## config.mk

```make
export PLATFORM = sky130hd
export DESIGN_NAME = seg7_display_scanner
export DESIGN_NICKNAME = d
export VERILOG_FILES = /design/src/rtl/seg7_pkg.sv /design/src/rtl/seg7_display_scanner_refresh_tick_gen.sv /design/src/rtl/seg7_display_scanner.sv
export SDC_FILE = /design/constraint.sdc
export NUM_CORES = 1
export LEC_CHECK = 0
export CORE_UTILIZATION = 36
export CTS_BUF_LIST = sky130_fd_sc_hd__clkbuf_8
export DETAILED_ROUTE_END_ITERATION = 6
export PLACE_DENSITY_LB_ADDON = 0.15
export SYNTH_ARGS = -nofsm -noshare
export SYNTH_HDL_FRONTEND = slang
export SYNTH_HIERARCHICAL = 1
export SYNTH_SLANG_ARGS = --single-unit
```

## constraint.sdc

```tcl
create_clock -name clk -period 3.3 [get_ports clk]
set_clock_uncertainty 0.1 [all_clocks]
set_input_delay 0.66 -clock clk [delete_from_list [all_inputs] [get_ports clk]]
set_output_delay 0.66 -clock clk [all_outputs]
set_load 0.02 [all_outputs]
```

## src/rtl/seg7_pkg.sv

```systemverilog
// Shared constants and helpers for the 7-segment display scanner.
package seg7_pkg;

    localparam int NUM_DIGITS_DEF  = 8;
    localparam int REFRESH_DIV_DEF = 100000;
    localparam int MAX_DIGITS      = 8;

    // Anode bank fully off (active-low); narrower banks use the low bits.
    localparam logic [MAX_DIGITS-1:0] ANODE_OFF = '1;
    localparam logic                  DP_OFF    = 1'b1;

    // Leading-zero blank vector: bit i set when blanking is enabled, i>0 and
    // every nibble from i up to the top digit is zero. Digit 0 always stays lit.
    function automatic logic [MAX_DIGITS-1:0] lz_blank_vec(
        input logic [4*MAX_DIGITS-1:0] nibbles,
        input logic                    lz_en,
        input int                      num_digits
    );
        logic                  upper_zero;
        logic [MAX_DIGITS-1:0] vec;
        vec        = '0;
        upper_zero = 1'b1;
        for (int i = MAX_DIGITS - 1; i >= 0; i--) begin
            if (i < num_digits) begin
                upper_zero = upper_zero && (nibbles[4*i +: 4] == 4'h0);
                vec[i]     = lz_en && (i > 0) && upper_zero;
            end
        end
        return vec;
    endfunction

endpackage

```

## src/rtl/seg7_display_scanner_refresh_tick_gen.sv

```systemverilog
// Prescaler: counts 0..REFRESH_DIV-1 and flags the last cycle of each slot.
module refresh_tick_gen #(
    parameter int REFRESH_DIV = 100000
) (
    input  logic clk,
    input  logic reset,
    output logic tick
);

    localparam int                CNT_W    = (REFRESH_DIV > 1) ? $clog2(REFRESH_DIV) : 1;
    localparam logic [CNT_W-1:0]  CNT_LAST = CNT_W'(REFRESH_DIV - 1);

    logic [CNT_W-1:0] cnt_q;
    logic [CNT_W-1:0] cnt_d;

    // Wrap at the end of the slot, otherwise count up.
    always_comb begin
        cnt_d = (cnt_q == CNT_LAST) ? '0 : cnt_q + 1'b1;
    end

    // Slot counter register.
    always_ff @(posedge clk or negedge reset) begin
        if (!reset) begin
            cnt_q <= '0;
        end else begin
            cnt_q <= cnt_d;
        end
    end

    assign tick = (cnt_q == CNT_LAST);

endmodule

```

## src/rtl/seg7_display_scanner.sv

```systemverilog
// Time-multiplexed scan controller for a common-anode 7-segment bank.
// Data is snapshotted once per frame; outputs are registered from the
// next-state index and snapshot so they change cleanly on the slot edge.
module seg7_display_scanner
    import seg7_pkg::*;
#(
    parameter int NUM_DIGITS  = NUM_DIGITS_DEF,
    parameter int REFRESH_DIV = REFRESH_DIV_DEF
) (
    input  logic                    clk,
    input  logic                    reset,
    input  logic [4*NUM_DIGITS-1:0] data,
    input  logic [NUM_DIGITS-1:0]   digit_en,
    input  logic [NUM_DIGITS-1:0]   dp_mask,
    input  logic                    lz_en,
    output logic [3:0]              hex,
    output logic [NUM_DIGITS-1:0]   anode,
    output logic                    dp,
    output logic                    frame_start
);

    localparam int               IDX_W    = (NUM_DIGITS > 1) ? $clog2(NUM_DIGITS) : 1;
    localparam logic [IDX_W-1:0] IDX_LAST = IDX_W'(NUM_DIGITS - 1);

    logic                    tick;

    logic [IDX_W-1:0]        idx_q,       idx_d;
    logic [4*NUM_DIGITS-1:0] snap_data_q, snap_data_d;
    logic [NUM_DIGITS-1:0]   snap_en_q,   snap_en_d;
    logic [NUM_DIGITS-1:0]   snap_dp_q,   snap_dp_d;
    logic                    snap_lz_q,   snap_lz_d;

    logic [3:0]              hex_q,         hex_d;
    logic [NUM_DIGITS-1:0]   anode_q,       anode_d;
    logic                    dp_q,          dp_d;
    logic                    frame_start_q, frame_start_d;

    logic [4*MAX_DIGITS-1:0] data_ext;
    logic [MAX_DIGITS-1:0]   lz_vec;
    logic                    blank;
    logic                    dp_req;

    refresh_tick_gen #(
        .REFRESH_DIV(REFRESH_DIV)
    ) u_tick (
        .clk  (clk),
        .reset(reset),
        .tick (tick)
    );

    // Digit index advance and end-of-frame snapshot capture.
    always_comb begin
        idx_d         = idx_q;
        snap_data_d   = snap_data_q;
        snap_en_d     = snap_en_q;
        snap_dp_d     = snap_dp_q;
        snap_lz_d     = snap_lz_q;
        frame_start_d = 1'b0;
        if (tick) begin
            if (idx_q == IDX_LAST) begin
                idx_d         = '0;
                snap_data_d   = data;
                snap_en_d     = digit_en;
                snap_dp_d     = dp_mask;
                snap_lz_d     = lz_en;
                frame_start_d = 1'b1;
            end else begin
                idx_d = idx_q + 1'b1;
            end
        end
    end

    // Output decode from the upcoming index and snapshot.
    always_comb begin
        data_ext                     = '0;
        data_ext[4*NUM_DIGITS-1:0]   = snap_data_d;
        lz_vec                       = lz_blank_vec(data_ext, snap_lz_d, NUM_DIGITS);
        hex_d                        = 4'h0;
        blank                        = 1'b1;
        dp_req                       = 1'b0;
        for (int i = 0; i < NUM_DIGITS; i++) begin
            if (idx_d == IDX_W'(i)) begin
                hex_d  = snap_data_d[4*i +: 4];
                blank  = !snap_en_d[i] || lz_vec[i];
                dp_req = snap_dp_d[i];
            end
        end
        anode_d = ANODE_OFF[NUM_DIGITS-1:0];
        for (int i = 0; i < NUM_DIGITS; i++) begin
            if (!blank && (idx_d == IDX_W'(i))) begin
                anode_d[i] = 1'b0;
            end
        end
        dp_d = blank ? DP_OFF : ~dp_req;
    end

    // Scan state and snapshot registers.
    always_ff @(posedge clk or negedge reset) begin
        if (!reset) begin
            idx_q       <= '0;
            snap_data_q <= '0;
            snap_en_q   <= '0;
            snap_dp_q   <= '0;
            snap_lz_q   <= 1'b0;
        end else begin
            idx_q       <= idx_d;
            snap_data_q <= snap_data_d;
            snap_en_q   <= snap_en_d;
            snap_dp_q   <= snap_dp_d;
            snap_lz_q   <= snap_lz_d;
        end
    end

    // Registered display outputs; reset forces the bank dark immediately.
    always_ff @(posedge clk or negedge reset) begin
        if (!reset) begin
            hex_q         <= 4'h0;
            anode_q       <= ANODE_OFF[NUM_DIGITS-1:0];
            dp_q          <= DP_OFF;
            frame_start_q <= 1'b0;
        end else begin
            hex_q         <= hex_d;
            anode_q       <= anode_d;
            dp_q          <= dp_d;
            frame_start_q <= frame_start_d;
        end
    end

    assign hex         = hex_q;
    assign anode       = anode_q;
    assign dp          = dp_q;
    assign frame_start = frame_start_q;

endmodule

```

==> run_results.csv, run 1 <==
group,metric,value,unit
setup_path,r2r_end,"dp",
power,swShare,18.9,%
logic_synthesis,syn-num-nets,436,
clocking,insertion_delay,0.36,ns
sta,fin_tns_setup,-0.260,ns
power,pwr-share-comb,4.1,%
floorplanning,fp-row-count,38,
clocking,clockBufferDepth,2,
placement,gp_congestion,0.880,
setup_path,worstPathArrival,3.64,ns
logic_synthesis,yosysTopAreaCellShare,46.3,%
setup_path,r2r_cells,12,
routing,drc_errors,0,
floorplanning,io-pin-count,65,
power,switching_power,0.401,mW
layout,fillCellCount,1006,
routing,routedWlPerCell,16.0,µm
run_status,violations,"negative setup slack",
logic_synthesis,synthCells,382,
sta,finalSetupViolations,2,
clocking,cts_tree,"done",
clocking,cts.clk_slew.worst_paths,0.08,ns
floorplanning,initial_core_util,36.9,%
logic_synthesis,synthDistinctLibCells,60,
logic_synthesis,synth_area_leader_cell,"dfrtp_1",
sta,slew_headroom,30.7,%
power,p_leak,2.48,nW
power,internal_power,1.73,mW
placement,placed_area,0.00511,mm²
setup_path,r2r-start,"u_tick/cnt_q[11]",
setup_path,r2r_setup_slack,-0.16,ns
logic_synthesis,async_flop_share,100,%
logic_synthesis,yosys_warnings,6,
placement,placed_cells,620,
logic_synthesis,yosys-top-cells-area,"dfrtp_1 (46%), nand2_1 (7.7%), dfstp_2 (5.9%), mux2_2 (5.6%), nand3_1 (2.5%)",
setup_path,path_cells,"or4_1, or4_4, nor4_4, buf_4, nand2_4, buf_4, or3_4, a22oi_4, a2111oi_0, buf_4, a2111o_1, a31oi_1",
sta,tightest_slew,1.04,ns
sta,period_minus_slack,3.46,ns
global_route,grt_use_total,19.4,%
routing,final_antenna_net_count,0,
sta,rsz0062_at_grt,"true",
layout,fin_nets,553,
sta,finalMaxSlewViolations,0,
setup_path,cp-end-kind,"register",
placement,io_buffers,64,
layout,syn2layout_area_growth,39.8,%
power,power_frac_seq,47.8,%
global_route,antenna_found_initial,0,
power,power.density,380,mW/mm²
layout,final_cells,644,
setup_path,cp_top_family,"simple AND/OR/NAND/NOR gates",
power,power,2.13,mW
routing,viasPerCell,5.13,
sta,fmax,289,MHz
job,maxCapViolations,0,
setup_path,critPathRequiredTime,3.49,ns
layout,drive_gt1_share,26.8,%
setup_path,cp_slowest_cell,"or4_1",
global_route,grt_pass1_vias,3350,
layout,n_antenna_cell,0,
logic_synthesis,synth_ff_type,"dfrtp_1",
clocking,cts_sinks,83,
logic_synthesis,ys_ff_latch,83,
floorplanning,core_area,0.0108,mm²
global_route,grt_max_degree,84,
sta,setup_slack,-0.157,ns
routing,routed_wl,10300,µm
setup_path,cp_num_buf_inv,3,
routing,vias,3305,
logic_synthesis,syn_area_per_cell,10.5,µm²
setup_path,crit_type,"reg -> reg",
setup_path,crit_top_cell,"buf_4",
power,ir_worst_vdd,0.259,mV
clocking,cts_buffers,9,
logic_synthesis,yosysSeqAreaShare,52.2,%
global_route,grt_pass1_wl,16700,µm
hold_path,hold_path.class,"in -> async",
routing,dr.pass1.iters,4,
floorplanning,die_height,107,µm
global_route,overflow,0,
clocking,cts_root_buffer,"clkbuf_8",
run_status,outcome,"finished, violations left",
setup_path,slowest_delay,0.51,ns
clocking,cts_hold_buf,0,
floorplanning,die_w,107,µm
placement,hpwlAfterDp,7690,µm
routing,detail_route.iter0.violations,101,
clocking,cts-htree-levels,3,
logic_synthesis,synth_area,0.00400,mm²
power,p_clk_share,48.1,%
logic_synthesis,synth_edf_count,0,
floorplanning,design.die.area,0.0115,mm²
sta,hold_violations,0,
sta,holdWs,0.333,ns
sta,final.period_utilization,105,%
setup_path,path_depth,12,
setup_path,start_kind,"register",
layout,fin_area,0.00559,mm²
setup_path,crit_fanout,5,
[logic make-up (layout without fill, tap and decap cells)]
group / count (synthesis) / count (layout) / share of synthesized area (%)
adders and majority gates: 3 / 3 / 0.939
DFF: 83 / 83 / 52.2
buffers and inverters: 30 / 152 / 3.25
and+or+nand+nor: 166 / 166 / 21.0
AOI/OAI and AO/OA: 55 / 55 / 10.5
muxes: 31 / 31 / 9.04
xor gates and xnor gates: 14 / 14 / 3.07
[state kept, by name (all words and copies together), names as in the netlist]
signal and cells:
snap_data_q 32, u_tick/cnt_q 17, anode 8, snap_dp_q 8
snap_en_q 8, hex 4, idx_q 3, dp 1
frame_start 1, snap_lz_q 1
[layer usage]
layer / global-route usage, % / wire length, µm / vias to the layer above
li1: - / - / 1603
met1: 24.6 / 4590 / 1620
met2: 31.9 / 5070 / 69
met3: 4.78 / 469 / 13
met4: 7.34 / 185 / 0
met5: 0 / 0 / -
[layout by cell type (no fill, tap or decap), drive strengths merged, types with 4 or more instances in the layout]
| cell type | synthesis | routed |
|---|---|---|
| o21ai | 5 | 5 |
| nand2 | 83 | 83 |
| nand4 | 9 | 9 |
| bufinv | 0 | 5 |
| clkdlybuf4s50 | 0 | 63 |
| buf | 9 | 59 |
| nor4 | 10 | 10 |
| xor2 | 5 | 5 |
| xnor2 | 9 | 9 |
| mux2i | 8 | 8 |
| mux2 | 21 | 21 |
| or3 | 4 | 4 |
| o22ai | 4 | 4 |
| or4 | 8 | 8 |
| dfrtp | 74 | 74 |
| nor2 | 10 | 10 |
| inv | 14 | 14 |
| and2 | 4 | 4 |
| clkbuf | 7 | 9 |
| dfstp | 9 | 9 |
| a21oi | 9 | 9 |
| nand3 | 20 | 20 |
| o211ai | 5 | 5 |
| nor3 | 6 | 6 |
[cell usage after synthesis (4+ instances only)]
master and n:
o21ai_0 4, dfstp_2 9, inv_1 10, nor2_1 10, buf_2 8, nand4_1 9, clkbuf_1 7, xor2_1 5
nand3_1 20, dfrtp_1 74, mux2_2 20, inv_2 4, nand2_1 82, a21oi_1 9, nor4_1 9, o22ai_1 4
mux2i_1 8, nor3_1 6, or4_1 6, xnor2_1 9, o211ai_1 5
[through the flow]
step           utilization [%]  setup WS, ns
6_report                  51.6        -0.157
5_1_grt                   51.6        -0.256
4_1_cts                   50.8        -0.141
3_5_place_dp              47.2        -0.174
3_3_place_gp              47.2        -0.149
2_1_floorplan                -        -0.290
[how the worst max path moves through the flow]
| stage | from | end | slack, ns |
|---|---|---|---|
| after global routing | u_tick/cnt_q[11] | dp | -0.26 |
| after floorplan | u_tick/cnt_q[11] | dp | -0.29 |
| after CTS | u_tick/cnt_q[11] | dp | -0.14 |
| after global placement | u_tick/cnt_q[11] | dp | -0.15 |
| final | u_tick/cnt_q[11] | dp | -0.16 |
| after detailed placement | u_tick/cnt_q[11] | dp | -0.17 |
[final cells by class]
cell class	count	area [µm²]	area share (%)
Sequential cell	83	2090	37.4
Multi-Input combinational cell	269	1880	33.7
Timing Repair Buffer	122	1100	19.6
Tap cell	140	175	3.13
Clock inverter	7	164	2.93
Clock buffer	9	124	2.22
Inverter	14	60.1	1.07
[worst register-to-register path, delay by kind of cell, from the launching register on]
kind | cells | cell delay, ns
buffers and inverters | 3 | 0.51
and+or+nand+nor | 5 | 1.59
AOI/OAI and AO/OA | 4 | 0.80
DFF | 1 | 0.38
[power by group through the flow]
stage	clock network (mW)	logic, mW	registers [mW]
finish	1.02	0.0867	1.02
global placement	0	0.0889	1.04
global route	1.08	0.0953	1.02
floorplan	0	0.00236	1.04
CTS	1.05	0.0893	1.02
detailed placement	0	0.0887	1.04
[repair_timing]
item	in CTS	in global routing
endpoints found under the setup margin	5	7
gates resized for setup	9	18
pin swaps	4	4
cloned	0	0
buffers inserted	8	0
(Power assumes the default switching activity.)
==> run 2: changes to the inputs <==
clock period = 4.32 ns   (was 3.3 ns; I/O delays follow)
==> run_results.csv, run 2 (synthesized netlist as in run 1, its figures left out) <==
group,metric,value,unit
run_status,outcome,"finished clean",
clocking,post-cts-setup-buffers,0,
hold_path,holdPathStages,2,
clocking,cts_hold_buf,0,
setup_path,path_cells,"or4_1, or4_4, nor4_4, or3b_1, and2_1, inv_2, nand2_1, a211oi_1, o32a_1, a31oi_1",
power,swShare,23.0,%
floorplanning,die_height,107,µm
setup_path,r2r_cells,10,
layout,n_antenna_cell,0,
floorplanning,design.die.area,0.0115,mm²
layout,top_register,"snap_data_q",
clocking,cts-htree-levels,3,
sta,holdWs,0.384,ns
floorplanning,io-pin-count,65,
placement,gp_congestion,0.812,
power,power_frac_seq,56.6,%
layout,utilization,46.0,%
clocking,insertion_delay,0.35,ns
power,power.density,275,mW/mm²
sta,slew_headroom,29.3,%
hold_path,hold_path.class,"reg -> reg",
sta,hold_violations,0,
layout,largest_register_ffs,32,
floorplanning,initial_core_util,36.9,%
clocking,cts_root_buffer,"clkbuf_8",
setup_path,start_kind,"register",
setup_path,r2r_end,"dp",
job,maxCapViolations,0,
setup_path,worstPathArrival,4.15,ns
sta,final.period_utilization,92.1,%
clocking,cts_sinks,83,
setup_path,slowest_delay,0.52,ns
global_route,grt_max_degree,84,
power,p_clk_share,38.5,%
global_route,grt_pass1_vias,3218,
routing,vias,3115,
floorplanning,core_area,0.0108,mm²
routing,final_antenna_net_count,0,
floorplanning,fp-row-count,38,
routing,viasPerCell,5.24,
sta,fmax,251,MHz
routing,dr.pass1.iters,4,
layout,fin_nets,503,
setup_path,critPathRequiredTime,4.49,ns
setup_path,r2r_setup_slack,0.34,ns
clocking,cts_tree,"done",
setup_path,cp-end-kind,"register",
power,p_leak,2.13,nW
setup_path,r2r-start,"u_tick/cnt_q[11]",
sta,finalMaxSlewViolations,0,
clocking,cts.clk_slew.worst_paths,0.08,ns
routing,detail_route.iter0.violations,183,
hold_path,min_to,"snap_dp_q[7]",
placement,pre_cts_slack,0.379,ns
global_route,grt_use_total,18.9,%
clocking,cts_buffers,9,
power,switching_power,0.315,mW
power,internal_power,1.06,mW
sta,tightest_slew,1.06,ns
placement,io_buffers,64,
global_route,overflow,0,
sta,setup_slack,0.340,ns
floorplanning,die_w,107,µm
global_route,antenna_found_initial,0,
sta,finalSetupViolations,0,
clocking,clockBufferDepth,2,
setup_path,crit_fanout,12,
routing,routed_wl,9970,µm
layout,syn2layout_area_growth,24.6,%
global_route,grt_pass1_wl,16400,µm
setup_path,crit_type,"reg -> reg",
sta,fin_tns_setup,0,ns
routing,drc_errors,0,
setup_path,cp_slowest_cell,"or4_1",
routing,routedWlPerCell,16.8,µm
layout,final_common_cell,"nand2_1",
power,ir_worst_vdd,0.147,mV
hold_path,holdCritStartpoint,"snap_dp_q[7]",
sta,period_minus_slack,3.98,ns
clocking,cts_resized,0,
power,pwr-share-comb,4.9,%
layout,final_cell_mix,"nand2_1 (82), dfrtp_1 (74), clkdlybuf4s50_1 (63), mux2_2 (20), nand3_1 (20)",
layout,drive_gt1_share,15.9,%
layout,reg_top3,"snap_data_q x32, u_tick/cnt_q x17",
placement,hpwlAfterDp,7260,µm
sta,rsz0062_at_grt,"false",
## run 2: cell types whose count changed in the layout (fill, tap and decap cells not counted), moves of 3 or more
cell        delta
buf_6          -7
o22ai_1        +3
clkinvlp_4     +5
buf_4         -42
bufinv_16      -5
## run 2: stage by stage
step / area, µm² / std cells / total power [mW]
CTS: 4980 / 594 / 1.39
global route: 4980 / 594 / 1.43
global placement: 4790 / 578 / 0.861
floorplan: 4000 / 382 / 0.794
detailed placement: 4790 / 578 / 0.860
finish: 4980 / 594 / 1.37
## run 2: power by group through the flow
stage	Clock [mW]	Combinational [mW]	Sequential, mW
after floorplan	0	0.00180	0.792
after global placement	0	0.0694	0.792
after detailed placement	0	0.0685	0.792
after CTS	0.547	0.0688	0.777
after global routing	0.581	0.0734	0.777
final	0.528	0.0671	0.777
## run 2: per-layer routing
metal,GRT usage (%),vias to the layer above,part of all wire (%)
li1,-,1501,-
met1,25.9,1513,48
met2,29.4,85,46
met3,3.69,16,4.4
met4,7.14,0,1.9
met5,0,-,0
## run 2: worst max path at each step
stage                     start  endpoint  cells past startpoint
2_1_floorplan  u_tick/cnt_q[11]        dp                     10
3_3_place_gp   u_tick/cnt_q[11]        dp                     10
3_5_place_dp   u_tick/cnt_q[11]        dp                     10
4_1_cts        u_tick/cnt_q[11]        dp                     10
5_1_grt        u_tick/cnt_q[11]        dp                     10
6_report       u_tick/cnt_q[11]        dp                     10
## run 2: cell type report
| type | instances | area, µm² |
|---|---|---|
| repair buffers | 72 | 698 |
| fillers | 1049 | 5860 |
| well taps | 140 | 175 |
| flip-flops and latches | 83 | 2090 |
| multi-input cells | 269 | 1780 |
| inverters | 14 | 52.6 |
| clock buffers | 11 | 151 |
| clock inverters | 5 | 37.5 |
## run 2: worst max-delay path, delay by kind of cell (launching register included)
family | cells | cell delay [ns]
buffers and inverters | 1 | 0.11
AO/OA/AOI/OAI | 3 | 0.84
AND/OR/NAND/NOR | 6 | 2.41
flip-flops | 1 | 0.43
==> run 3: changes to the inputs <==
CTS_CLUSTER_DIAMETER = 40   (was unset)
DONT_BUFFER_PORTS = 1   (was unset)
==> run_results.csv, run 3 (synthesized netlist as in run 1, its figures left out) <==
group,metric,value,unit
clocking,cts_buffers,9,
floorplanning,die_height,107,µm
setup_path,cp_num_buf_inv,2,
setup_path,cp-end-kind,"register",
routing,final_antenna_net_count,0,
setup_path,cp_slowest_cell,"or4_1",
sta,tightest_slew,0.645,ns
layout,fillCellCount,1079,
floorplanning,initial_core_util,36.9,%
clocking,cts_resized,0,
layout,fin_area,0.00433,mm²
clocking,cts_tree,"done",
clocking,cts.clk_slew.worst_paths,0.08,ns
global_route,grt_pass1_wl,15900,µm
global_route,antenna_found_initial,0,
placement,placed_area,0.00416,mm²
setup_path,cp_top_family,"compound AO/OA/AOI/OAI gates",
layout,drive_gt1_share,17.7,%
setup_path,crit_fanout,16,
sta,finalMaxSlewViolations,0,
clocking,cts_hold_buf,0,
clocking,cts_sinks,83,
setup_path,path_depth,11,
global_route,grt_pass1_vias,2888,
layout,syn2layout_area_growth,8.26,%
global_route,grt_use_total,18.8,%
floorplanning,io-pin-count,65,
setup_path,path_cells,"or4_1, or4_4, nor4_4, buf_4, mux2i_1, inv_1, a21oi_1, a2111oi_2, o2111ai_1, a2111o_1, a31oi_1",
setup_path,r2r_setup_slack,0.43,ns
layout,fin_nets,439,
setup_path,critPathRequiredTime,4.50,ns
layout,n_antenna_cell,0,
layout,reg_top3,"snap_data_q x32, u_tick/cnt_q x17",
clocking,cts-htree-levels,3,
clocking,insertion_delay,0.37,ns
placement,gp_congestion,0.841,
placement,pre_cts_slack,0.453,ns
layout,utilization,39.9,%
sta,hold_violations,0,
global_route,overflow,0,
setup_path,crit_type,"reg -> reg",
layout,largest_register_ffs,32,
setup_path,start_kind,"register",
setup_path,r2r_cells,11,
layout,multi_input_area,0.00178,mm²
hold_path,hold_path.class,"in -> async",
sta,setup_slack,0.430,ns
routing,vias,2884,
sta,period_minus_slack,3.89,ns
floorplanning,core_area,0.0108,mm²
routing,viasPerCell,5.44,
clocking,clockBufferDepth,2,
routing,drc_errors,0,
sta,final.period_utilization,90.1,%
layout,final_cell_mix,"nand2_1 (82), dfrtp_1 (74), mux2_2 (20), nand3_1 (20), inv_1 (12)",
sta,fin_tns_setup,0,ns
setup_path,worstPathArrival,4.07,ns
floorplanning,fp-row-count,38,
placement,hpwlAfterDp,7170,µm
setup_path,worstSetupStartpoint,"u_tick/cnt_q[11]",
job,maxCapViolations,0,
setup_path,r2r_end,"dp",
routing,detail_route.iter0.violations,194,
clocking,post-cts-setup-buffers,0,
power,ir_worst_vdd,0.175,mV
clocking,cts_root_buffer,"clkbuf_8",
layout,top_register,"snap_data_q",
setup_path,slowest_delay,0.53,ns
sta,fmax,257,MHz
routing,routed_wl,9890,µm
sta,rsz0062_at_grt,"false",
routing,dr.pass1.iters,4,
sta,finalSetupViolations,0,
sta,holdWs,0.0890,ns
global_route,grt_max_degree,84,
layout,seqCellArea,0.00209,mm²
layout,final_common_cell,"nand2_1",
placement,io_buffers,0,
run_status,outcome,"finished clean",
power,p_leak,1.88,nW
setup_path,r2r-start,"u_tick/cnt_q[11]",
floorplanning,die_w,107,µm
power,power.density,296,mW/mm²
sta,slew_headroom,55.9,%
floorplanning,design.die.area,0.0115,mm²
routing,routedWlPerCell,18.7,µm
-- run 3: cell count changes in the layout (fill, tap and decap cells not counted) --
cell | before | now
clkinvlp_4 | 5 | 3
clkbuf_8 | 11 | 10
buf_4 | 9 | 8
inv_1 | 10 | 12
clkdlybuf4s50_1 | 63 | 0
clkinv_2 | 0 | 1
-- run 3: cell type report --
type | instances | area share [%]
multi-input cells | 269 | 41.1
repair buffers | 8 | 1.39
clock inverters | 6 | 0.809
inverters | 14 | 1.21
clock buffers | 10 | 3.18
well taps | 140 | 4.05
flip-flops and latches | 83 | 48.2
-- run 3: worst max path at each step --
stage / endpoint / slack, ns
after detailed placement: dp / 0.45
final: dp / 0.43
after global placement: dp / 0.58
after global routing: dp / 0.21
after CTS: dp / 0.42
after floorplan: dp / 0.70
-- run 3: where the power goes --
group          switching [mW]  internal [mW]  leakage (nW)  total (mW)
Combinational        0.000672        0.00145         0.800     0.00212
Clock                   0.282          0.219        0.0869       0.501
Sequential                  0          0.777         0.994       0.777
Total                   0.282          0.997          1.88        1.28
-- run 3: through the flow --
| stage | total power [mW] | cells |
|---|---|---|
| final | 1.28 | 530 |
| after global routing | 1.34 | 530 |
| after CTS | 1.30 | 530 |
| after detailed placement | 0.794 | 514 |
| after global placement | 0.794 | 514 |
| after floorplan | 0.794 | 382 |
-- run 3: routing by layer --
layer,share of wire [%],vias to the layer above,track usage (%)
met5,0,-,0
met2,46,76,28.5
li1,-,1373,-
met1,47,1424,25.4
met3,5.9,11,6.54
met4,1.3,0,5.58
